==> src/rtl/seven_seg_capture.sv <==
// seven_seg_capture: debounces 7-segment samples per digit position and captures BCD codes.
// Optional sticky illegal-pattern flag is enabled by defining SEVEN_SEG_CAPTURE_PATTERN_ERR_EN.
module seven_seg_capture #(
  parameter int STABLE_CNT = 3
) (
  input  logic        clk,
  input  logic        reset_n,
  input  logic [6:0]  seg_in,
  input  logic [3:0]  digit_sel,
  input  logic        sample_en,
  input  logic        err_clr,
  output logic [15:0] bcd_out,
  output logic [3:0]  digit_valid,
  output logic        frame_done,
  output logic        pattern_err
);
  typedef enum logic [1:0] {IDLE, SETTLE, HELD} state_t;
  localparam logic [3:0] STABLE = 4'(STABLE_CNT);
  state_t     r_state;
  logic [6:0] r_prev_seg;
  logic [3:0] r_prev_sel, r_cnt, r_mask;
  logic [3:0] w_code, w_cnt_inc;
  logic [1:0] w_idx;
  logic       w_onehot, w_same, w_cap;
  always_comb begin
    case (seg_in)
      7'b1111110: w_code = 4'd0;
      7'b0110000: w_code = 4'd1;
      7'b1101101: w_code = 4'd2;
      7'b1111001: w_code = 4'd3;
      7'b0110011: w_code = 4'd4;
      7'b1011011: w_code = 4'd5;
      7'b1011111: w_code = 4'd6;
      7'b1110000: w_code = 4'd7;
      7'b1111111: w_code = 4'd8;
      7'b1111011: w_code = 4'd9;
      7'b0000001: w_code = 4'hF;
      default:    w_code = 4'hE;
    endcase
  end
  assign w_onehot  = $onehot(digit_sel);
  assign w_same    = (seg_in == r_prev_seg) && (digit_sel == r_prev_sel);
  assign w_cnt_inc = (r_cnt == 4'hF) ? 4'hF : r_cnt + 4'd1;
  assign w_idx     = digit_sel[3] ? 2'd3 : digit_sel[2] ? 2'd2 : digit_sel[1] ? 2'd1 : 2'd0;
  assign w_cap     = sample_en && w_onehot && w_same && (r_state == SETTLE) && (w_cnt_inc == STABLE);
  // A capture landing on the frame boundary seeds the fresh mask.
  always_ff @(posedge clk or negedge reset_n) begin
    if (!reset_n) begin
      r_state     <= IDLE;
      r_cnt       <= 4'd0;
      r_prev_seg  <= 7'd0;
      r_prev_sel  <= 4'd0;
      r_mask      <= 4'd0;
      bcd_out     <= 16'hFFFF;
      digit_valid <= 4'd0;
      frame_done  <= 1'b0;
    end else begin
      frame_done <= (r_mask == 4'hF);
      r_mask     <= ((r_mask == 4'hF) ? 4'h0 : r_mask) | (w_cap ? digit_sel : 4'h0);
      if (sample_en) begin
        if (!w_onehot) begin
          r_cnt   <= 4'd0;
          r_state <= IDLE;
        end else if (!w_same || r_state == IDLE) begin
          r_prev_seg <= seg_in;
          r_prev_sel <= digit_sel;
          r_cnt      <= 4'd1;
          r_state    <= SETTLE;
        end else if (r_state == SETTLE) begin
          r_cnt <= w_cnt_inc;
          if (w_cap) r_state <= HELD;
        end
      end
      if (w_cap) begin
        bcd_out[{w_idx, 2'b00} +: 4] <= w_code;
        digit_valid[w_idx]           <= (w_code < 4'd10);
      end
    end
  end
`ifdef SEVEN_SEG_CAPTURE_PATTERN_ERR_EN
  always_ff @(posedge clk or negedge reset_n) begin
    if (!reset_n) pattern_err <= 1'b0;
    else if (w_cap && w_code == 4'hE) pattern_err <= 1'b1;
    else if (err_clr) pattern_err <= 1'b0;
  end
`else
  logic w_unused;
  assign w_unused    = err_clr;
  assign pattern_err = 1'b0;
`endif
endmodule

==> config.mk <==
export PLATFORM = sky130hd
export DESIGN_NAME = seven_seg_capture
export DESIGN_NICKNAME = d
export VERILOG_FILES = /design/src/rtl/seven_seg_capture.sv
export SDC_FILE = /design/constraint.sdc
export NUM_CORES = 1
export LEC_CHECK = 0
export BUFFER_PORTS_ARGS = -buffer_cell sky130_fd_sc_hd__buf_2
export CORE_ASPECT_RATIO = 0.9
export CORE_MARGIN = 1.5
export CORE_UTILIZATION = 57
export CTS_CLUSTER_DIAMETER = 30
export CTS_CLUSTER_SIZE = 40
export DETAILED_ROUTE_END_ITERATION = 7
export GPL_ROUTABILITY_DRIVEN = 0
export PLACE_DENSITY_LB_ADDON = 0.1
export SKIP_CTS_REPAIR_TIMING = 1
export SYNTH_ARGS = -nofsm -noshare
export SYNTH_HDL_FRONTEND = slang
export SYNTH_SLANG_ARGS = --single-unit
==> constraint.sdc <==
create_clock -name clk -period 2.4 [get_ports clk]
set_input_delay 0.24 -clock clk [delete_from_list [all_inputs] [get_ports clk]]
set_output_delay 0.24 -clock clk [all_outputs]
set_load 0.02 [all_outputs]
**Word level (Yosys, flattened, before mapping)**

Cells that the tools add are included.

- Output and inout port bits: 22
- Flip-flop bits (word level): 42
- Memory bits (read-only): 0
- Latch bits: 0
- Bits in writable memories: 0
- Bits of input ports: 15
- Memories kept: 0

- $mul: 0
- Bitwise operators: 1
- $lt $le $gt $ge: 3
- Shifts and indexed selects: 2
- Add/sub/neg operators: 5
- Eq/ne operators: 20
- Reductions and logical operators: 12
- Divide/modulo/power cells: 0
- Multiplexer cells: 18

Operator list:

| operator | count |
|---|---|
| 7-bit equality test (second input constant) | 8 |
| 4-bit case mux with 11 select lines | 1 |
| 4-bit two-way mux | 6 |
| 16-bit bitwise mux | 1 |
| 4-bit by 6-bit variable shift with 16-bit output (first input constant) | 1 |
| 4-bit by 6-bit indexed part select with 16-bit output | 1 |
| 7-bit by 6-bit equality test with 1-bit output (second input constant) | 2 |
| 2-bit two-way mux | 6 |
| 4-bit equality test (second input constant) | 2 |
| 7-bit by 1-bit equality test with 1-bit output (second input constant) | 1 |
| 7-bit equality test | 1 |
| 1-bit logical AND | 6 |
| 3-bit by 1-bit inequality test with 1-bit output (second input constant) | 2 |
| 4-bit negation with 6-bit output | 1 |
| 3-bit AND reduction | 2 |
| 1-bit by 1-bit adder with 2-bit output | 2 |
| 4-bit by 1-bit adder with 4-bit output (second input constant) | 1 |
| 4-bit bitwise mux | 1 |
| 4-bit by 2-bit equality test with 1-bit output (second input constant) | 1 |
| 4-bit equality test | 1 |
| 4-bit less-than comparator (second input constant) | 1 |
| 4-bit bitwise OR | 1 |
| 2-bit by 2-bit adder with 3-bit output | 1 |
| 3-bit by 1-bit equality test with 1-bit output (second input constant) | 1 |
| 9 further kinds | 10 |

**Logic depth before layout (Yosys ltp)**

Gate-level depths: netlist of the first run.

- Depth after elaboration: 11
- Mapped depth: 11
- Depth with buffers taken out: 10

**Worst setup path after synthesis of the first run**

Ideal clock, no wire load.

- Kind: input-to-reg
- Start: input digit_sel[0]
- End: register digit_valid[0]
- Stages on the path: 11
- Path slack: -0.192 ns
- Required time: 2.275 ns
- Arrival: 2.468 ns
- Path buffers: 1
- Path through: inv_1 -> fa_1 -> inv_1 -> ha_1 -> ha_1 -> nor3b_1 -> and4_1 -> and4_1 -> buf_2 -> nand2_2 -> mux2_2

- Cells in the longest elaborated chain, start to end: 7
- Elaborated cells between the ends (all ways): 9

RTL lines:

| element | line | source |
|---|---|---|
| start: declaration | 9 | `input logic [3:0] digit_sel,` |
| 1-bit by 1-bit adder with 2-bit output (not written as such) | 41 | `assign w_onehot = $onehot(digit_sel);` |
| 2-bit by 2-bit adder with 3-bit output (not written as such) | 41 |  |
| 3-bit by 1-bit equality test with 1-bit output | 41 |  |
| 1-bit logical AND | 45 | `assign w_cap = sample_en && w_onehot && w_same && (r_state == SETTLE) && (w_cnt_inc == STABLE);` |
| 1-bit logical AND * (3 in a row) | 45 |  |
| end signal: indexed assignment | 76 | `digit_valid[w_idx] <= (w_code < 4'd10);` |
| end: declaration | 13 | `output logic [3:0] digit_valid,` |

Mark *: on every way between the ends. The rest lies on a longest branch, timed or not.
A chain may end at the register's enable or synchronous reset.

**Worst setup path after layout of the first run**

- Start: input digit_sel[1]
- End: register digit_valid[0]

- Cells in the longest elaborated chain, start to end: 8
- Elaborated cells between the ends (all ways): 18

RTL lines:

| element | line | source |
|---|---|---|
| 1-bit two-way mux | 44 | `assign w_idx = digit_sel[3] ? 2'd3 : digit_sel[2] ? 2'd2 : digit_sel[1] ? 2'd1 : 2'd0;` |
| 2-bit two-way mux (2 in a row) | 44 |  |
| 2-bit by 3-bit less-than comparator with 1-bit output or 2-bit by 1-bit greater-or-equal comparator with 1-bit output (tied branches) | 76 |  |
| 1-bit logical AND (not written as such) | 76 |  |
| 1-bit two-way mux (not written as such) | 76 |  |
| 1-bit demux with 2-bit select | 76 |  |
| 4-bit bitwise mux | 76 |  |

Several ways; a longest one is shown, not always the timed one.

==> impl_metrics.json, run 1 <==
{
  "synth_nets": 254,
  "gr-total-overflow": 0,
  "power.share.clock_pct": 32.8,
  "instances_no_fill": 324,
  "cts.sinks": 42,
  "ys.flop_type": "dfrtp_1",
  "vias": 1879,
  "dr.pass1.iters": 4,
  "drive_above_1_share_pct": 38.4,
  "postSynthRegisterBits": 42,
  "grtUsageTotal_pct": 24.1,
  "timing.slew.headroom_pct": 39.9,
  "slew_violations": 0,
  "outcome": "complete, no violations",
  "area_delta_synth_final_pct": 20.1,
  "grt_pass1_wl_um": 8820,
  "synth.distinct_cells": 57,
  "p_comb_share_pct": 22.8,
  "diodes": 0,
  "cts_htree_levels": 2,
  "hold_viol": 0,
  "num_rows": 22,
  "p_switching_mw": 0.527,
  "die_x_um": 72.3,
  "hold_path.class": "in2async",
  "io_buffers": 34,
  "fin_nets": 300,
  "n_fill_cell": 292,
  "synth-edff-count": 0,
  "coreArea_um2": 4100,
  "cts_buffer_depth": 2,
  "die_h_um": 65.4,
  "first_global_vias": 1815,
  "critPathMaxFanout": 7,
  "tightest_slew_ps": 901,
  "arrival_ps": 2470,
  "pwr-share-seq_pct": 44.5,
  "num_io_pins": 37,
  "netSwitchingFraction_pct": 26.6,
  "synth_area_per_cell_um2": 10.8,
  "syn-cell-area_um2": 2460,
  "fin_ws_ps": 114,
  "cts_root_buffer": "clkbuf_8",
  "drt-wirelength-per-cell_um": 15.4,
  "synth_warnings": 0,
  "hpwl_um": 3560,
  "start_util_pct": 60.0,
  "ant_nets": 0,
  "mostFrequentLayoutCell": "buf_2",
  "vdd_ir_drop_max_v": 0.000624,
  "worstSetupPathType": "in2reg",
  "pwr_density_cell_nw_per_um2": 670,
  "drtIter0Drc": 164,
  "fin_total_pwr_mw": 1.98,
  "cts_made_buffers": 5,
  "path_clk_slew_ps": 80,
  "period_needed_ps": 2290,
  "r2r-start": "r_cnt[0]",
  "power.internal_mw": 1.46,
  "final_cell_mix": "33 x buf_2, 26 x dfrtp_1, 16 x nand2_1, 16 x dfstp_2",
  "async_flop_share_pct": 100,
  "min_period_over_period_pct": 95.2,
  "reg2reg_depth": 7,
  "crit_path_start_kind": "input pin",
  "p_leak_nw": 1.46,
  "syn-instance-count": 229,
  "yosysSeqAreaShare_pct": 43.5,
  "setup_violations": 0,
  "vias_per_cell": 5.80,
  "antenna_found_initial": 0,
  "skew_ps": 8.60,
  "rsz0062_at_grt": "no",
  "dieArea_um2": 4720,
  "place_inst": 314,
  "clk_latency_ps": 290,
  "worstPathRequired_ps": 2590,
  "end_kind": "flip-flop",
  "cap_violations": 0,
  "setup_tns_ps": 0,
  "r2r_end": "digit_valid[0]",
  "r2r_slack_ps": 350,
  "cts_tree": "done",
  "grt_max_degree": 43,
  "fmax_mhz": 437,
  "drc": 0,
  "wl_um": 4980,
  "pre_cts_ws_ps": -292
}
==> flip-flops by register name, summed over array words and instances, names as in the netlist <==
name         flops
r_cnt            4
r_mask           4
r_state          2
frame_done       1
bcd_out         16
r_prev_sel       4
digit_valid      4
r_prev_seg       7
==> synth_stat cells, drive strengths merged (2+ instances only) <==
cell type / number / share of area, %
dfrtp: 26 / 26
nand2: 19 / 3.1
mux2: 17 / 9.3
dfstp: 16 / 17
o21ai: 16 / 3.7
inv: 15 / 2.3
xor2: 11 / 3.9
a21o: 9 / 2.7
buf: 9 / 2.4
ha: 9 / 4.6
nor2: 6 / 0.91
o31ai: 6 / 1.8
a21oi: 5 / 1.0
nor4: 5 / 1.8
nor4b: 5 / 1.8
a2111oi: 4 / 1.4
nand4: 4 / 1.0
nor3: 4 / 1.0
and4: 3 / 1.1
nand2b: 3 / 0.76
nand3: 3 / 0.81
or3: 3 / 0.76
a211oi: 2 / 0.61
and3b: 2 / 0.71
clkbuf: 2 / 0.30
nand3b: 2 / 0.61
nor2b: 2 / 0.51
o2111ai: 2 / 0.71
or3b: 2 / 0.71
==> layout make-up <==
class	instances	area (um2)	share of cell area, %
multi-input combinational	161	1320	44.7
timing repair buffer	50	304	10.3
clock buffer	7	108	3.64
clock inverter	1	30.0	1.02
tap	48	60.1	2.03
inverter	15	63.8	2.16
sequential	42	1070	36.2
==> cell families (layout without fill, tap and decap cells) <==
group / Yosys count / count (layout) / synth area share, %
flip-flops: 42 / 42 / 43.5
XOR/XNOR: 12 / 12 / 4.27
other: 1 / 1 / 0.152
AO/OA/AOI/OAI: 50 / 50 / 14.0
AND/OR/NAND/NOR: 71 / 71 / 18.3
adder cells (fa/ha/maj): 10 / 10 / 5.39
buffers and inverters: 26 / 73 / 5.03
multiplexers: 17 / 17 / 9.30
==> power by group through the flow <==
stage | Clock (mW) | Combinational [mW] | Sequential (mW)
after floorplan | 0 | 0.351 | 0.876
after global placement | 0 | 0.445 | 0.887
after detailed placement | 0 | 0.447 | 0.894
after CTS | 0.659 | 0.453 | 0.880
after global routing | 0.687 | 0.504 | 0.896
final | 0.650 | 0.452 | 0.882
==> metrics by stage <==
stage	cell area [um2]	utilization, %	hold slack [ps]
floorplan	2520	-	-55.6
global placement	2780	67.7	428
detailed placement	2780	67.7	423
CTS	2910	71.0	110
global route	2960	72.1	171
finish	2960	72.1	66.7
==> worst max-delay path, stage by stage <==
cell	delay (ps)
buf_6	90
inv_8	30
fa_1	520
inv_1	40
ha_2	190
ha_4	240
nor3b_2	180
and4_1	210
and4_1	200
buf_6	140
nand2_4	70
mux2_4	300
==> worst max path at each step <==
stage / start / to / slack (ps) / depth (start not counted)
after floorplan: digit_sel[1] / digit_valid[0] / -40 / 11
after global placement: digit_sel[1] / digit_valid[0] / -250 / 12
after detailed placement: digit_sel[1] / digit_valid[0] / -290 / 12
after CTS: digit_sel[1] / digit_valid[0] / 20 / 12
after global routing: digit_sel[0] / digit_valid[0] / 8 / 12
final: digit_sel[1] / digit_valid[0] / 110 / 12
==> layer usage <==
metal  global-route usage, %  routed length [um]
met1                    36.4                2480
met2                    35.5                2230
met3                    4.75                 225
met4                    5.66                  46
met5                       0                   0
Power figures use the tool's default switching activity.
==> inputs of run 2 (changes only) <==
--- a/config.mk
+++ b/config.mk
@@ -5,6 +5,7 @@
 export SDC_FILE = /design/constraint.sdc
 export NUM_CORES = 1
 export LEC_CHECK = 0
+export ABC_AREA = 1
 export BUFFER_PORTS_ARGS = -buffer_cell sky130_fd_sc_hd__buf_2
 export CORE_ASPECT_RATIO = 0.9
 export CORE_MARGIN = 1.5
@@ -14,6 +15,7 @@
 export DETAILED_ROUTE_END_ITERATION = 7
 export GPL_ROUTABILITY_DRIVEN = 0
 export PLACE_DENSITY_LB_ADDON = 0.1
+export SETUP_SLACK_MARGIN = 0.4
 export SKIP_CTS_REPAIR_TIMING = 1
 export SYNTH_ARGS = -nofsm -noshare
 export SYNTH_HDL_FRONTEND = slang
==> impl_metrics.json, run 2 <==
{
  "outcome": "complete, no violations",
  "area_delta_synth_final_pct": 23.6,
  "first_global_vias": 1869,
  "synth_top_family_by_area": "simple AND/OR/NAND/NOR gates",
  "drc": 0,
  "vias_per_cell": 5.08,
  "yosys.cell_count.top_type": "nand2_1",
  "timing.slew.headroom_pct": 39.0,
  "cts_tree": "done",
  "num_rows": 22,
  "yosys-mux-area-fraction_pct": 0.863,
  "r2r_end": "r_state[0]",
  "largest_reg_flops": 16,
  "slowest_stage": "fa_1",
  "synth_nets": 357,
  "synth_top_area_share_pct": 26.4,
  "synth_common_cells": "113 x nand2_1, 40 x inv_1, 34 x nor2_1",
  "slew_violations": 0,
  "r2r_slack_ps": 460,
  "yosysTopAreaCell": "dfrtp_1",
  "end_kind": "flip-flop",
  "tightest_slew_ps": 916,
  "coreArea_um2": 4100,
  "syn-cell-area_um2": 2470,
  "synth.distinct_cells": 28,
  "cpPeakStageDelay_ps": 550,
  "async_flop_share_pct": 100,
  "setup_violations": 0,
  "n_fill_cell": 326,
  "instances_no_fill": 432,
  "synth_area_per_cell_um2": 7.43,
  "mostFrequentLayoutCell": "nand2_1",
  "synthAdderAreaFrac_pct": 5.38,
  "synth-edff-count": 0,
  "critPathTopFamily": "adder cells",
  "antenna_found_initial": 0,
  "cts_htree_levels": 2,
  "hpwl_um": 3630,
  "yosysSeqAreaShare_pct": 43.4,
  "cts_made_buffers": 5,
  "ant_nets": 0,
  "die_x_um": 72.3,
  "ys.flop_type": "dfrtp_1",
  "fin_nets": 408,
  "cts_buffer_depth": 2,
  "cts.sinks": 42,
  "fmax_mhz": 460,
  "grtUsageTotal_pct": 22.6,
  "cp_cell_sequence": "buf_8 > inv_4 > fa_1 > inv_2 > ha_4 > ha_4 > nor2_4 > nand2_2 > nor2_4 > nand2_2 > nor2_4 > inv_2 > nor2_4 > buf_6 > nor2_2 > nand2_1 > nand2_1",
  "place_inst": 422,
  "grt_max_degree": 43,
  "worstPathRequired_ps": 2600,
  "rsz0062_at_grt": "yes",
  "crit_top_cell": "nor2_4",
  "diodes": 0,
  "worstSetupPathType": "in2reg",
  "num_io_pins": 37,
  "syn-instance-count": 332,
  "utilization_pct": 74.3,
  "grt_pass1_wl_um": 8200,
  "period_needed_ps": 2180,
  "vias": 2193,
  "start_util_pct": 60.1,
  "synth_simple_gate_area_share_pct": 31.5,
  "io_buffers": 34,
  "regMostFlops": "bcd_out",
  "drive_above_1_share_pct": 28.1,
  "cts_root_buffer": "clkbuf_8",
  "synth_warnings": 0,
  "reg_top3": "bcd_out (16), r_prev_seg (7)",
  "timing.hold.ws_ps": 69.1,
  "drtIter0Drc": 99,
  "postSynthRegisterBits": 42,
  "r2r-start": "r_cnt[0]",
  "path_clk_slew_ps": 80,
  "critPathBufInv": 5,
  "skew_ps": 5.54,
  "reg2reg_depth": 12,
  "hold_path.class": "in2async",
  "synth_area_leaders": "dfrtp_1 26%, nand2_1 17%, dfstp_2 17%, inv_1 6.1%, nor2_1 5.2%",
  "min_period_over_period_pct": 90.7,
  "gr-total-overflow": 0,
  "pwr_density_cell_nw_per_um2": 625,
  "cap_violations": 0,
  "clk_latency_ps": 300,
  "hold_viol": 0,
  "dr.pass1.iters": 4,
  "critPathMaxFanout": 6,
  "vdd_ir_drop_max_v": 0.000472,
  "arrival_ps": 2380,
  "dieArea_um2": 4730,
  "crit_path_start_kind": "input pin",
  "synth-compound-area-share_pct": 7.20,
  "final_cell_mix": "104 x nand2_1, 37 x inv_1, 32 x buf_2",
  "drt-wirelength-per-cell_um": 11.6,
  "yosys.area_share.xor_xnor_pct": 3.20,
  "p_leak_nw": 1.58,
  "die_h_um": 65.4,
  "wl_um": 5020
}
## run 2: cell count changes after synthesis, sizes merged, moves of 10 or more
cell / previous run / this run
xor2: 11 / 1
nor2: 6 / 40
nand2: 19 / 116
nand3: 3 / 21
mux2: 17 / 1
o21ai: 16 / 28
inv: 15 / 45
## run 2: cell type report
type	instances	area (um2)	area share, %
inverters	46	188	6.16
multi-input cells	240	1280	41.9
well taps	48	60.1	1.97
flip-flops and latches	42	1070	35.1
clock buffers	8	133	4.35
repair buffers	48	319	10.5
## run 2: routing by layer
layer,share of wire [%],vias to the layer above,global-route usage (%)
met4,1.9,0,9.67
met1,49,1005,32.2
met3,4.1,9,4.14
met5,0,-,0
met2,46,47,33.7
li1,-,1132,-
## run 2: cells by family (layout without fill, tap and decap cells)
family | count (synthesis) | in the layout
fa+ha+maj | 10 | 10
other cells | 1 | 1
buf+inv | 50 | 102
flops | 42 | 42
xor+xnor | 9 | 9
simple gates | 183 | 183
compound gates | 35 | 35
mux | 2 | 2
## run 2: worst reg2reg max path, delay by kind of cell (launching register included)
| family | cells | cell delay (ps) |
|---|---|---|
| adders and majority gates | 1 | 250 |
| buffers and inverters | 2 | 200 |
| and+or+nand+nor | 9 | 950 |
| DFF | 1 | 430 |
## run 2: worst max path at each step
stage,startpoint,endpoint,slack [ps],cells after the start
final,digit_sel[1],r_state[0],220,17
after global routing,digit_sel[1],digit_valid[1],110,17
after CTS,digit_sel[0],digit_valid[1],180,16
after detailed placement,digit_sel[0],bcd_out[5],-140,16
after global placement,digit_sel[0],digit_valid[1],-90,16
after floorplan,digit_sel[0],digit_valid[1],160,15
## run 2: metrics by stage
step	total power, mW	cell area, um2	setup TNS [ps]	setup WS, ps
after floorplan	1.17	2500	0	162
after global placement	1.27	2810	-943	-86.2
after detailed placement	1.28	2810	-2020	-140
after CTS	1.89	2940	0	182
after global routing	2.02	3050	0	105
final	1.91	3050	0	224
## run 2: where the power goes
part	internal, mW	total [mW]	switching, mW
Clock	0.360	0.613	0.253
Sequential	0.796	0.861	0.0650
Combinational	0.190	0.431	0.241
